==> config.mk <==
export PLATFORM = sky130hd
export DESIGN_NAME = frame_parser
export DESIGN_NICKNAME = d
export VERILOG_FILES = /design/src/rtl/frame_parser.sv
export SDC_FILE = /design/constraint.sdc
export NUM_CORES = 1
export LEC_CHECK = 0
export BUFFER_PORTS_ARGS = -buffer_cell sky130_fd_sc_hd__buf_2
export CORE_ASPECT_RATIO = 1.4
export CORE_UTILIZATION = 40
export CTS_CLUSTER_SIZE = 20
export DETAILED_ROUTE_END_ITERATION = 8
export PLACE_DENSITY = 0.65
export SYNTH_ARGS = -nofsm -noshare
export SYNTH_HDL_FRONTEND = slang
export SYNTH_SLANG_ARGS = --single-unit
==> constraint.sdc <==
create_clock -name clk -period 7.1 [get_ports clk]
set_input_delay 1.42 -clock clk [delete_from_list [all_inputs] [get_ports clk]]
set_output_delay 1.42 -clock clk [all_outputs]
set_load 0.02 [all_outputs]
==> src/rtl/frame_parser.sv <==
// Frame parser for the 64-bit test-frame stream feeding the DDR-write side.
// It hunts for a header and checks the sync field and the trailer. It
// extracts cmd/len/arg, XORs the payload, and presents each good frame in a
// single output slot.
//
// Handshake: frm_valid stays high and every frm_* field stays stable until
// a cycle with frm_valid && frm_ready, which consumes the slot. The input
// side has no backpressure: a word moves whenever in_valid is high.
module frame_parser #(
  parameter logic [63:0] HEADER    = 64'hFF00_5A5A_55AA_0F0F,
  parameter logic [15:0] SYNC      = 16'hBCBC,
  parameter logic [15:0] TRAILER   = 16'hFCFC,
  parameter int unsigned MAX_WORDS = 16
) (
  input  logic        clk,
  input  logic        rst_n,
  input  logic        in_valid,
  input  logic        in_last,
  input  logic [63:0] in_data,
  output logic        frm_valid,
  input  logic        frm_ready,
  output logic [15:0] frm_cmd,
  output logic [15:0] frm_len,
  output logic [15:0] frm_arg,
  output logic [47:0] frm_tail,
  output logic [7:0]  frm_nwords,
  output logic [63:0] frm_xor,
  output logic [15:0] good_cnt,
  output logic [15:0] err_cnt,
  output logic [2:0]  err_code
);

  typedef enum logic [1:0] {IDLE, HDR2, BODY, DROP} state_t;

  localparam logic [7:0] MAX_W8 = 8'(MAX_WORDS);

  localparam logic [2:0] E_HDR   = 3'd1;
  localparam logic [2:0] E_SHORT = 3'd2;
  localparam logic [2:0] E_SYNC  = 3'd3;
  localparam logic [2:0] E_SIZE  = 3'd4;
  localparam logic [2:0] E_TRAIL = 3'd5;
  localparam logic [2:0] E_OVF   = 3'd6;

  state_t      state;
  logic [7:0]  cnt;
  logic [2:0]  pend;
  logic [15:0] cmd_q;
  logic [15:0] len_q;
  logic [15:0] arg_q;
  logic [63:0] xor_acc;

  logic        done;
  logic        err_ev;
  logic [2:0]  err_val;
  logic        ovf;

  // Decode the events produced by the current accepted word: a completed frame or a logged error
  always_comb begin
    done    = 1'b0;
    err_ev  = 1'b0;
    err_val = 3'd0;
    if (in_valid && in_last) begin
      case (state)
        IDLE: begin
          err_ev  = 1'b1;
          err_val = (in_data == HEADER) ? E_SHORT : E_HDR;
        end
        HDR2: begin
          err_ev  = 1'b1;
          err_val = E_SHORT;
        end
        BODY: begin
          if (in_data[15:0] != TRAILER) begin
            err_ev  = 1'b1;
            err_val = E_TRAIL;
          end else begin
            done = 1'b1;
          end
        end
        DROP: begin
          err_ev  = 1'b1;
          err_val = pend;
        end
        default: ;
      endcase
    end
  end

  // A completed frame that finds the slot occupied and not being consumed is lost
  assign ovf = done && frm_valid && !frm_ready;

  // Frame hunting FSM and per-frame accumulators
  always_ff @(posedge clk or negedge rst_n) begin
    if (!rst_n) begin
      state   <= IDLE;
      cnt     <= 8'd0;
      pend    <= 3'd0;
      cmd_q   <= 16'd0;
      len_q   <= 16'd0;
      arg_q   <= 16'd0;
      xor_acc <= 64'd0;
    end else if (in_valid) begin
      case (state)
        IDLE: begin
          if (!in_last) begin
            if (in_data == HEADER) begin
              state <= HDR2;
              cnt   <= 8'd1;
            end else begin
              state <= DROP;
              pend  <= E_HDR;
            end
          end
        end
        HDR2: begin
          if (in_last) begin
            state <= IDLE;
          end else if (in_data[63:48] != SYNC) begin
            state <= DROP;
            pend  <= E_SYNC;
          end else begin
            cmd_q   <= in_data[47:32];
            len_q   <= in_data[31:16];
            arg_q   <= in_data[15:0];
            cnt     <= 8'd2;
            xor_acc <= 64'd0;
            state   <= BODY;
          end
        end
        BODY: begin
          if (in_last) begin
            state <= IDLE;
          end else if (cnt + 8'd1 == MAX_W8) begin
            state <= DROP;
            pend  <= E_SIZE;
          end else begin
            xor_acc <= xor_acc ^ in_data;
            cnt     <= cnt + 8'd1;
          end
        end
        DROP: begin
          if (in_last) state <= IDLE;
        end
        default: state <= IDLE;
      endcase
    end
  end

  // Output slot, good/error counters and sticky error code
  always_ff @(posedge clk or negedge rst_n) begin
    if (!rst_n) begin
      frm_valid  <= 1'b0;
      frm_cmd    <= 16'd0;
      frm_len    <= 16'd0;
      frm_arg    <= 16'd0;
      frm_tail   <= 48'd0;
      frm_nwords <= 8'd0;
      frm_xor    <= 64'd0;
      good_cnt   <= 16'd0;
      err_cnt    <= 16'd0;
      err_code   <= 3'd0;
    end else begin
      if (done && (!frm_valid || frm_ready)) begin
        frm_valid  <= 1'b1;
        frm_cmd    <= cmd_q;
        frm_len    <= len_q;
        frm_arg    <= arg_q;
        frm_tail   <= in_data[63:16];
        frm_nwords <= cnt + 8'd1;
        frm_xor    <= xor_acc;
        if (good_cnt != 16'hFFFF) good_cnt <= good_cnt + 16'd1;
      end else if (frm_valid && frm_ready) begin
        frm_valid <= 1'b0;
      end
      if (err_ev || ovf) begin
        if (err_cnt != 16'hFFFF) err_cnt <= err_cnt + 16'd1;
        err_code <= ovf ? E_OVF : err_val;
      end
    end
  end

endmodule
Yosys cells after proc, flatten, opt, wreduce, memory -nomap -nowiden. Cells that the tools add are included.

Output and inout port bits: 204. Bits in latches: 0. Flip-flop bits (word level): 329. Word-level logic and storage cells: 104. Bits of input ports: 69. Bits in read-only memories: 0. Memory bits (writable): 0. Memories: 0.

Reductions and logical operators: 21. Bitwise logic cells: 3. Multiplexer cells: 40. Div/mod/pow operators: 0. Add/subtract/negate cells: 3. Order comparisons: 0. Multiply operators: 0. Equal/unequal tests: 20. Shift operators: 0.

Operators by type and width (number): $mux 64 (4); $pmux 64 s2 (1); $eq 64x64->1 const B (1); $ne 16x16->1 const B (4); $xor 64x64->64 (1); $mux 8 (6); $add 16x1->16 const B (2); $mux 3 (9); $pmux 8 s3 (1); $ne 2x2->1 const B (10); $reduce_and 8->1 (2); $mux 2 (7); $pmux 3 s4 (1); $pmux 3 s3 (1); $add 8x1->8 const B (1); $eq 8x5->1 const B (1); $mux 1 (8); $pmux 2 s4 (1); $reduce_and 4->1 (2); $reduce_and 6->1 (1); $logic_and 1x1->1 (5); $eq 2x2->1 const B (2); $reduce_and 2->1 (2); $reduce_bool 2->1 (2); other kinds (9) (12).

Longest topological paths before layout. Gate-level depths: netlist of run 1.

Word-level depth: 8. Gate-level depth with buffers: 11.

Least setup slack after synthesis of run 1. Ideal clock, no wire load.

Path kind: input-to-reg. Start point: input in_data[48]. End point: register cnt[1]. Required time: 6.975 ns. Buffers on the path: 0. Path slack: 3.381 ns. Arrival time: 3.593 ns. Setup time: 0.125 ns. Stages: 6. Cells stage by stage: or4b_4 or4_1 or4_4 a211oi_4 nand2_2 mux2_4.

Cells in the longest elaborated chain, start to end: 3. Elaborated cells between the ends (all ways): 5.

Ends and longest elaborated chain: from (decl) (line 19) `input logic [63:0] in_data,`; $eq 64x64->1 / $ne 16x16->1 (equally long branches) (line 106, 118); $ne 2x2->1 (no line); $reduce_and 8->1 (no line) (*); to (signal assigned) (line 138) `cnt <= cnt + 8'd1;`; to (decl) (line 45) `logic [7:0] cnt;`.

Mark *: on every way between the ends. The rest lies on a longest branch, timed or not. A chain may end at the register's enable or synchronous reset.

Worst setup path after layout of run 1.
Start point: input in_data[56]. End point: register xor_acc[14].

Cells in the longest elaborated chain, start to end: 3.

Ends and longest elaborated chain: $ne 16x16->1 (line 118) `end else if (in_data[63:48] != SYNC) begin`; $ne 2x2->1 (no line); $reduce_and 6->1 (no line); to (signal assigned) (line 137) `xor_acc <= xor_acc ^ in_data;`; to (decl) (line 50) `logic [63:0] xor_acc;`.

No other way between the ends.

==> flow_summary.ini, run 1 <==
[logic_synthesis]
synth_top_area_share_pct = 56.68
syn-cell-area_mm2 = 0.01453
yosysSeqAreaShare_pct = 56.68
ys_warn_count = 0
yosys-top-cells-area = dfrtp_1, nand2_1, a221o_1
synth_nets = 1572
ys_ff_latch = 329
synth.avg_cell_area_um2 = 9.736
synth.distinct_cells = 56
synthCells = 1492
synth_top_area_cell = dfrtp_1
synth-main-ff-cell = dfrtp_1
synth_edf_count = 0
synthArstFlopShare_pct = 100.0

[cts]
cts_buffers = 35
cts_root_buf = clkbuf_16
clock_path_buffers = 3
cts-htree-levels = 2
ctsHoldBuffers = 0
clock-sinks = 329
cts_setup_buffers = 0
clk_latency_ps = 520
clk_pin_slew_ps = 60
post_cts_resized = 0
cts_tree = built

[global_routing]
grt_antenna_before_repair = 2
grt_pass1_wl_mm = 61.22
grt_usage_pct = 21.00
grt_max_degree = 155
grt_overflow_total = 0
first_global_vias = 11290

[place]
numPortBuffers = 272
post-place-ws_ps = 2327
hpwlAfterDp_mm = 25.02
gp_congestion = 0.8587

[drt]
post_drt_wl_per_cell_um = 17.61
finalWirelength_mm = 38.95
drt_pass1_iterations = 5
drt_iter0_markers = 771
vias = 11550
ant_nets = 0
via_per_inst = 5.222
drcViolationCount = 0

[layout]
n_fill_cell = 3358
layout_commonest_cell = nand2_1
nets = 1804
antenna_cells = 0
final_cell_mix = nand2_1, dfrtp_1, buf_2
drive_above_1_share_pct = 23.04
syn2layout_area_growth_pct = 19.47

[power_and_ir_drop]
power_density_mw_per_mm2 = 297.2
ir_worst_vdd_v = 0.0001946
p_leak_nw = 9.240

[run]
drv_cap = 0

[hold_path]
holdPathStages = 2
hp-class = reg -> reg

[setup_path]
worst-path-max-fanout = 65
crit_arrival_ps = 4630
cpPeakStageDelay_ps = 740
cp_num_buf_inv = 1
cp.required_ps = 7500
ff2ff_path_depth = 6
critical_path_class = in -> reg
slowest_stage = or3_4
cp_num_cells = 7
end_kind = flip-flop
path_cells = buf_2, or4b_1, nor4_2, nor2b_1, or3_4, nand2b_4, a221o_1
startpoint_type = primary input
cp_top_family = simple AND/OR/NAND/NOR gates

[floorplanning]
core_mm2 = 0.03581
die_w_um = 163.1
io_pins = 273
fp.dieH_um = 227.5
initial_core_util_pct = 40.57
dieArea_mm2 = 0.03709
num_rows = 82

[sta]
fin_crit_ps = 4237
timing.hold.ws_ps = 458.0
fin_ws_ps = 2863
rsz0062_at_grt = no
setup_tns_ps = 0
fmax_mhz = 236.0
tightest_slew_ps = 1012
drv_slew = 0
setup_violations = 0
post-route-period-util_pct = 59.68
max_slew_margin_pct = 32.52
finalHoldViolations = 0
fin_skew_ps = 10.37

[run_status]
status = complete, no violations
==> kinds of logic (layout without fill, tap and decap cells) <==
| family | after synthesis | count (layout) | share of synthesized area (%) |
|---|---|---|---|
| AOI/OAI and AO/OA | 109 | 109 | 6.589 |
| xor gates and xnor gates | 34 | 34 | 2.050 |
| adders and majority gates | 11 | 11 | 0.9474 |
| buffers and inverters | 105 | 362 | 3.135 |
| DFF | 329 | 329 | 56.68 |
| muxes | 55 | 55 | 4.264 |
| and+or+nand+nor | 849 | 849 | 26.34 |
==> metrics by stage <==
| step | instances | total power [mW] | util [%] | area [µm²] |
|---|---|---|---|---|
| after floorplan | 1492 | 3.048 | - | 14530 |
| after global placement | 2149 | 3.311 | 45.26 | 16210 |
| after detailed placement | 2149 | 3.365 | 45.26 | 16210 |
| after CTS | 2211 | 5.214 | 48.47 | 17350 |
| after global routing | 2211 | 5.433 | 48.47 | 17350 |
| final | 2211 | 5.157 | 48.47 | 17350 |
==> power by group <==
group	leakage, nW	internal, mW	switching (mW)	total (mW)
registers	4.47	2.12	0.257	2.37
clock network	0.568	1.06	0.764	1.82
logic	4.21	0.430	0.531	0.961
==> cell usage after synthesis, drive strengths merged (5+ instances only) <==
library cell,count
nand2,580
dfrtp,329
nor3,76
clkbuf,70
a221o,64
nor3b,64
mux2,52
nor2,33
nand3,24
xor2,21
buf,18
inv,17
nand4,15
xnor2,13
a21oi,12
ha,11
and3,7
nand2b,7
and4,6
o21ai,6
nor4bb,5
==> state kept, by name, indices dropped and copies added (netlist names) <==
signal	flops
frm_xor	64
xor_acc	64
frm_tail	48
arg_q	16
cmd_q	16
err_cnt	16
frm_arg	16
frm_cmd	16
frm_len	16
good_cnt	16
len_q	16
cnt	8
frm_nwords	8
err_code	3
pend	3
state	2
frm_valid	1
==> tightest hold or removal path, stage by stage (launching register included) <==
cell	delay, ps
dfrtp_1	330
nand2_1	50
nand2_1	50
==> layout make-up <==
type	instances	area [µm²]	area share (%)
tap	462	578.1	3.331
clock buffer	52	1082	6.237
clock inverter	10	65.06	0.3749
timing repair buffer	283	1466	8.450
multi-input combinational	1058	5866	33.80
sequential	329	8233	47.44
inverter	17	63.81	0.3677
==> final timing paths <==
kind / startpoint / endpoint / slack, ps
min in group asynchronous: rst_n / frm_arg[13] / 940
max: in_data[56] / xor_acc[14] / 2860
min reg2reg: frm_tail[9] / frm_tail[9] / 460
max in group asynchronous: rst_n / frm_cmd[10] / 4690
min: frm_tail[9] / frm_tail[9] / 460
max reg2reg: state[0] / xor_acc[14] / 3390
==> routing by layer <==
metal  global-route usage [%]  routed length (µm)  vias to the layer above
met5                        0                  10                        -
met4                    7.235                1031                        2
met3                    3.407                1707                       62
met2                    37.02               20000                      290
met1                    25.87               16190                     5693
li1                         -                   -                     5498
Note: power is estimated with default switching activity, not from simulation.
==> run 2: changes to the inputs <==
Clock period 7.1 ns to 4.2 ns, I/O delays scaled along.
==> run 2 against run 1 <==
  * Via count is 0.16% higher
  * Global-route usage is 0.24 points higher
  * Routed wire length is 0.99% higher
  * Worst setup slack got worse by 1900 ps
  * Sequential share of layout area down 0.77 points
  * Clock power increased by 91%
  * Combinational power rose by 71%
  * Critical path depth stayed put
  * Non-clock buffer count grew 10
  * Final area is 1.7% higher
  * First-iteration DRC count up 15%
  * Sequential power increased by 69%
==> flow_summary.ini, run 2 (same netlist as run 1, synthesis figures left out) <==
[layout]
nets = 1815
final_cell_mix = nand2_1, dfrtp_1, buf_2
drive_above_1_share_pct = 23.50
antenna_cells = 0
top_regs = frm_xor x64, xor_acc x64, frm_tail x48
syn2layout_area_growth_pct = 21.44
n_fill_cell = 3349
instances_no_fill = 2224
layout_commonest_cell = nand2_1

[global_routing]
grt_antenna_before_repair = 1
grt_pass1_wl_mm = 61.75
grt_overflow_total = 0
grt_max_degree = 100
first_global_vias = 11370
grt_usage_pct = 21.23

[cts]
clock_path_buffers = 3
clk_latency_ps = 530
ctsHoldBuffers = 0
cts-htree-levels = 2
post_cts_resized = 0
cts_root_buf = clkbuf_16
clk_pin_slew_ps = 60
cts_setup_buffers = 0
cts_tree = built
clock-sinks = 329
cts_buffers = 36

[sta]
rsz0062_at_grt = no
fin_crit_ps = 3238
drv_slew = 0
finalHoldViolations = 0
fin_ws_ps = 962.4
fmax_mhz = 308.9
tightest_slew_ps = 894.9
fin_skew_ps = 20.65
setup_violations = 0
max_slew_margin_pct = 40.16
setup_tns_ps = 0
post-route-period-util_pct = 77.09

[hold_path]
hp-class = in -> async

[setup_path]
cpPeakStageDelay_ps = 550
cp.required_ps = 4590
end_kind = flip-flop
slowest_stage = or4b_1
worst-path-max-fanout = 64
path_cells = buf_2, or4b_1, nor4_2, nor2b_1, or3_4, nand2b_4, a221o_1
crit_arrival_ps = 3630
critical_path_class = in -> reg
startpoint_type = primary input

[floorplanning]
core_mm2 = 0.03581
num_rows = 82
dieArea_mm2 = 0.03709
io_pins = 273
initial_core_util_pct = 40.57
fp.dieH_um = 227.5
die_w_um = 163.1

[power_and_ir_drop]
power.internal_mw = 6.482
p_clk_share_pct = 38.1
ir_worst_vdd_v = 0.0003064
pwr-share-comb_pct = 18.0
p_leak_nw = 9.373
p_switching_mw = 2.643
pwr-share-seq_pct = 44.0
power_density_mw_per_mm2 = 517.2
switching_share_pct = 28.96
total_power_mw = 9.124

[place]
hpwlAfterDp_mm = 25.77
dpl.cell_count = 2159
post-place-ws_ps = 409.0
numPortBuffers = 272
gp_congestion = 0.8229

[run]
drv_cap = 0

[run_status]
status = complete, no violations

[drt]
via_per_inst = 5.200
vias = 11560
drt_iter0_markers = 890
finalWirelength_mm = 39.33
ant_nets = 0
post_drt_wl_per_cell_um = 17.68
drt_pass1_iterations = 7
drcViolationCount = 0
run 2: changes by cell type in the layout (fill, tap and decap cells not counted):
cell        delta
clkinv_4       -1
buf_12         +4
clkinvlp_4     -1
inv_8          -1
buf_4          +6
inv_6          +3
clkinv_2       -5
clkbuf_1       +2
bufinv_16      +6
run 2: final timing paths:
check | from | end | slack, ps | depth (start not counted)
max | in_data[56] | xor_acc[21] | 960 | 7
min | rst_n | frm_arg[13] | 340 | 1
max reg2reg | cnt[0] | xor_acc[21] | 1000 | 7
min reg2reg | frm_len[1] | frm_len[1] | 460 | 2
max in group asynchronous | rst_n | frm_xor[45] | 2870 | 2
min in group clk | frm_len[1] | frm_len[1] | 460 | 2
run 2: cell type report:
cell class	instances	area, µm²	area share, %
clock inverters	11	219.0	1.241
clock buffers	54	1090	6.178
repair buffers	293	1592	9.022
inverters	17	63.81	0.3617
multi-input cells	1058	5866	33.25
flip-flops and latches	329	8233	46.67
well taps	462	578.1	3.277
run 2: per-stage QoR:
step                hold slack, ps  util [%]  instance area [µm²]
floorplan                    440.6         -                14530
global placement             443.6     45.61                16330
detailed placement           449.8     45.61                16330
CTS                          386.6     49.27                17640
global route                 405.1     49.27                17640
finish                       342.6     49.27                17640
run 2: critical path: cells and delay by family:
family / cells / cell delay [ps]
buf+inv: 1 / 140
simple gates: 5 / 2080
compound gates: 1 / 530
run 2: metal layers:
metal,track usage [%],share of wire (%),up-vias
met2,36.35,50,268
met5,0,0.028,-
met3,3.862,4.5,62
met1,26.55,42,5696
met4,8.080,2.9,2
li1,-,-,5536
run 2: power groups by stage:
stage / registers, mW / clock network (mW) / logic (mW)
6_report: 4.01 / 3.47 / 1.64
5_1_grt: 4.08 / 3.68 / 1.82
4_1_cts: 4.00 / 3.56 / 1.66
3_5_place_dp: 4.05 / 0 / 1.66
3_3_place_gp: 4.03 / 0 / 1.61
2_1_floorplan: 3.99 / 0 / 1.17
==> run 3: changes to the inputs <==
Settings changed: ABC_AREA set to 1.
Clock period 4.2 ns to 3.1 ns, I/O delays scaled along.
==> run 3 against run 2 <==
  * Area after synthesis is 0.71% higher
  * Worst setup slack got worse by 450 ps
  * Clock skew is 4.4 ps higher
  * Hold slack worse by 250 ps
  * Synthesized cell count increased by 16%
  * Global-route usage increased by 0.45 points
  * Sequential cell count unchanged
  * Count of clock-buffer cells in the layout shrank 9
  * Combinational power rose by 2%
  * Largest cell class unchanged
  * Largest power group unchanged
  * Highest routed layer unchanged
==> flow_summary.ini, run 3 <==
[setup_path]
slowest_stage = dfrtp_1
crit_arrival_ps = 2980
cp.required_ps = 3490
path_cells = inv_1, ha_1, inv_2, buf_4, nand2_1, nand2_1, nand3_1, a21oi_2, nand3_1, nand2_1, nand2_1
cpPeakStageDelay_ps = 430
crit_top_cell = nand2_1
r2r-start = state[0]
startpoint_type = flip-flop
critical_path_class = reg -> reg
cp_num_buf_inv = 3
ff2ff_setup_slack_ps = 510
cp_top_family = simple AND/OR/NAND/NOR gates
ff2ff_path_depth = 11
crit_start = state[0]
end_kind = flip-flop
r2r_end = cnt[7]
worst-path-max-fanout = 27

[sta]
finalHoldViolations = 0
timing.hold.ws_ps = 97.51
fin_ws_ps = 512.4
fin_crit_ps = 2588
setup_tns_ps = 0
setup_violations = 0
fmax_mhz = 386.5
max_slew_margin_pct = 52.48
post-route-period-util_pct = 83.47
drv_slew = 0
tightest_slew_ps = 712.8
rsz0062_at_grt = no
fin_skew_ps = 25.03

[cts]
cts_setup_buffers = 0
clock-sinks = 329
post_cts_resized = 0
cts_tree = built
clock_path_buffers = 3
ctsHoldBuffers = 0
cts_root_buf = clkbuf_16
clk_latency_ps = 530
cts_buffers = 35
cts-htree-levels = 2
clk_pin_slew_ps = 70

[layout]
final_cell_mix = nand2_1, dfrtp_1, buf_2
layout_commonest_cell = nand2_1
top_regs = frm_xor x64, xor_acc x64, frm_tail x48
instances_no_fill = 2479
drive_above_1_share_pct = 20.01
utilization_pct = 49.00
design_area_mm2 = 0.01759
syn2layout_area_growth_pct = 20.27
n_fill_cell = 3496
nets = 2068

[logic_synthesis]
synth_edf_count = 0
synth-main-ff-cell = dfrtp_1
yosysSeqAreaShare_pct = 56.28
ys_warn_count = 0
synth_nets = 1810
synth.most_common_cell = nand2_1
syn-cell-area_mm2 = 0.01463
synthCells = 1730
synth_top_area_cell = dfrtp_1
synthArstFlopShare_pct = 100.0
synth.distinct_cells = 32
synth_top_area_share_pct = 56.28
ys_ff_latch = 329
synth.top_cells.by_count = nand2_1, dfrtp_1, o21ai_0
yosys-top-cells-area = dfrtp_1, nand2_1, o21ai_0
synth.avg_cell_area_um2 = 8.456

[place]
dpl.cell_count = 2413
post-place-ws_ps = 409.0
placed_area_mm2 = 0.01644
hpwlAfterDp_mm = 27.98
gp_congestion = 0.8922
numPortBuffers = 272

[power_and_ir_drop]
ir_worst_vdd_v = 0.0005093
p_leak_nw = 9.499
power_density_mw_per_mm2 = 614.7
total_power_mw = 10.82

[global_routing]
grt_usage_pct = 21.69
grt_max_degree = 118
first_global_vias = 11860
grt_overflow_total = 0
grt_pass1_wl_mm = 63.98
grt_antenna_before_repair = 5

[drt]
vias = 12270
finalWirelength_mm = 39.92
via_per_inst = 4.949
drt_pass1_iterations = 5
drt_iter0_markers = 960
ant_nets = 0
post_drt_wl_per_cell_um = 16.10
drcViolationCount = 0

[run]
drv_cap = 0

[floorplanning]
core_mm2 = 0.03591
dieArea_mm2 = 0.03735
fp.dieH_um = 228.3
die_w_um = 163.6
initial_core_util_pct = 40.74
num_rows = 82
io_pins = 273

[run_status]
status = complete, no violations

[hold_path]
hp-class = in -> async
run 3: changes by cell type after synthesis, moves of 13 or more:
cell,before,now
buf_4,0,13
mux2_2,50,10
o21ai_0,4,109
o21ai_1,2,98
nor2_1,33,68
a221o_1,64,0
nand3_1,24,57
inv_1,17,90
nor3b_1,64,0
a21oi_1,12,67
buf_2,7,28
clkbuf_1,70,22
nor3_1,76,11
nand2_1,579,701
run 3: area by class of cell:
| class | instances | area (µm²) | area share [%] |
|---|---|---|---|
| sequential | 329 | 8233 | 46.79 |
| multi-input combinational | 1226 | 5570 | 31.66 |
| timing repair buffer | 296 | 1677 | 9.529 |
| clock buffer | 45 | 953.4 | 5.419 |
| tap | 462 | 578.1 | 3.285 |
| inverter | 100 | 380.4 | 2.162 |
| clock inverter | 18 | 195.2 | 1.109 |
| antenna | 3 | 7.507 | 0.04267 |
run 3: power by group:
part | internal, mW | leakage (nW) | switching [mW]
clock | 2.45 | 0.548 | 1.76
sequential | 4.60 | 4.55 | 0.336
combinational | 0.567 | 4.40 | 1.11
run 3: cells by family (layout without fill, tap and decap cells):
logic type	count (synthesis)	after routing	synth area share [%]
AOI/OAI and AO/OA	287	287	10.12
buffers and inverters	175	459	5.679
other	0	3	0
DFF	329	329	56.28
xor gates and xnor gates	23	23	1.377
adders and majority gates	11	11	0.9408
muxes	10	10	0.7698
and+or+nand+nor	895	895	24.84
run 3: worst max-delay path by stage:
stage | end | slack [ps] | cells after the start
CTS | cnt[6] | 520 | 11
global route | cnt[6] | 250 | 11
finish | cnt[7] | 510 | 11
floorplan | frm_arg[0] | 1180 | 12
global placement | cnt[7] | 420 | 12
detailed placement | cnt[7] | 410 | 12
run 3: routing by layer:
metal | GRT usage (%) | wire length [µm] | part of all wire, % | vias up
met2 | 37.35 | 20140 | 50 | 310
met3 | 3.600 | 1951 | 4.9 | 72
li1 | - | - | - | 6089
met1 | 27.00 | 16640 | 42 | 5794
met5 | 0 | 23 | 0.058 | -
met4 | 8.044 | 1167 | 2.9 | 4
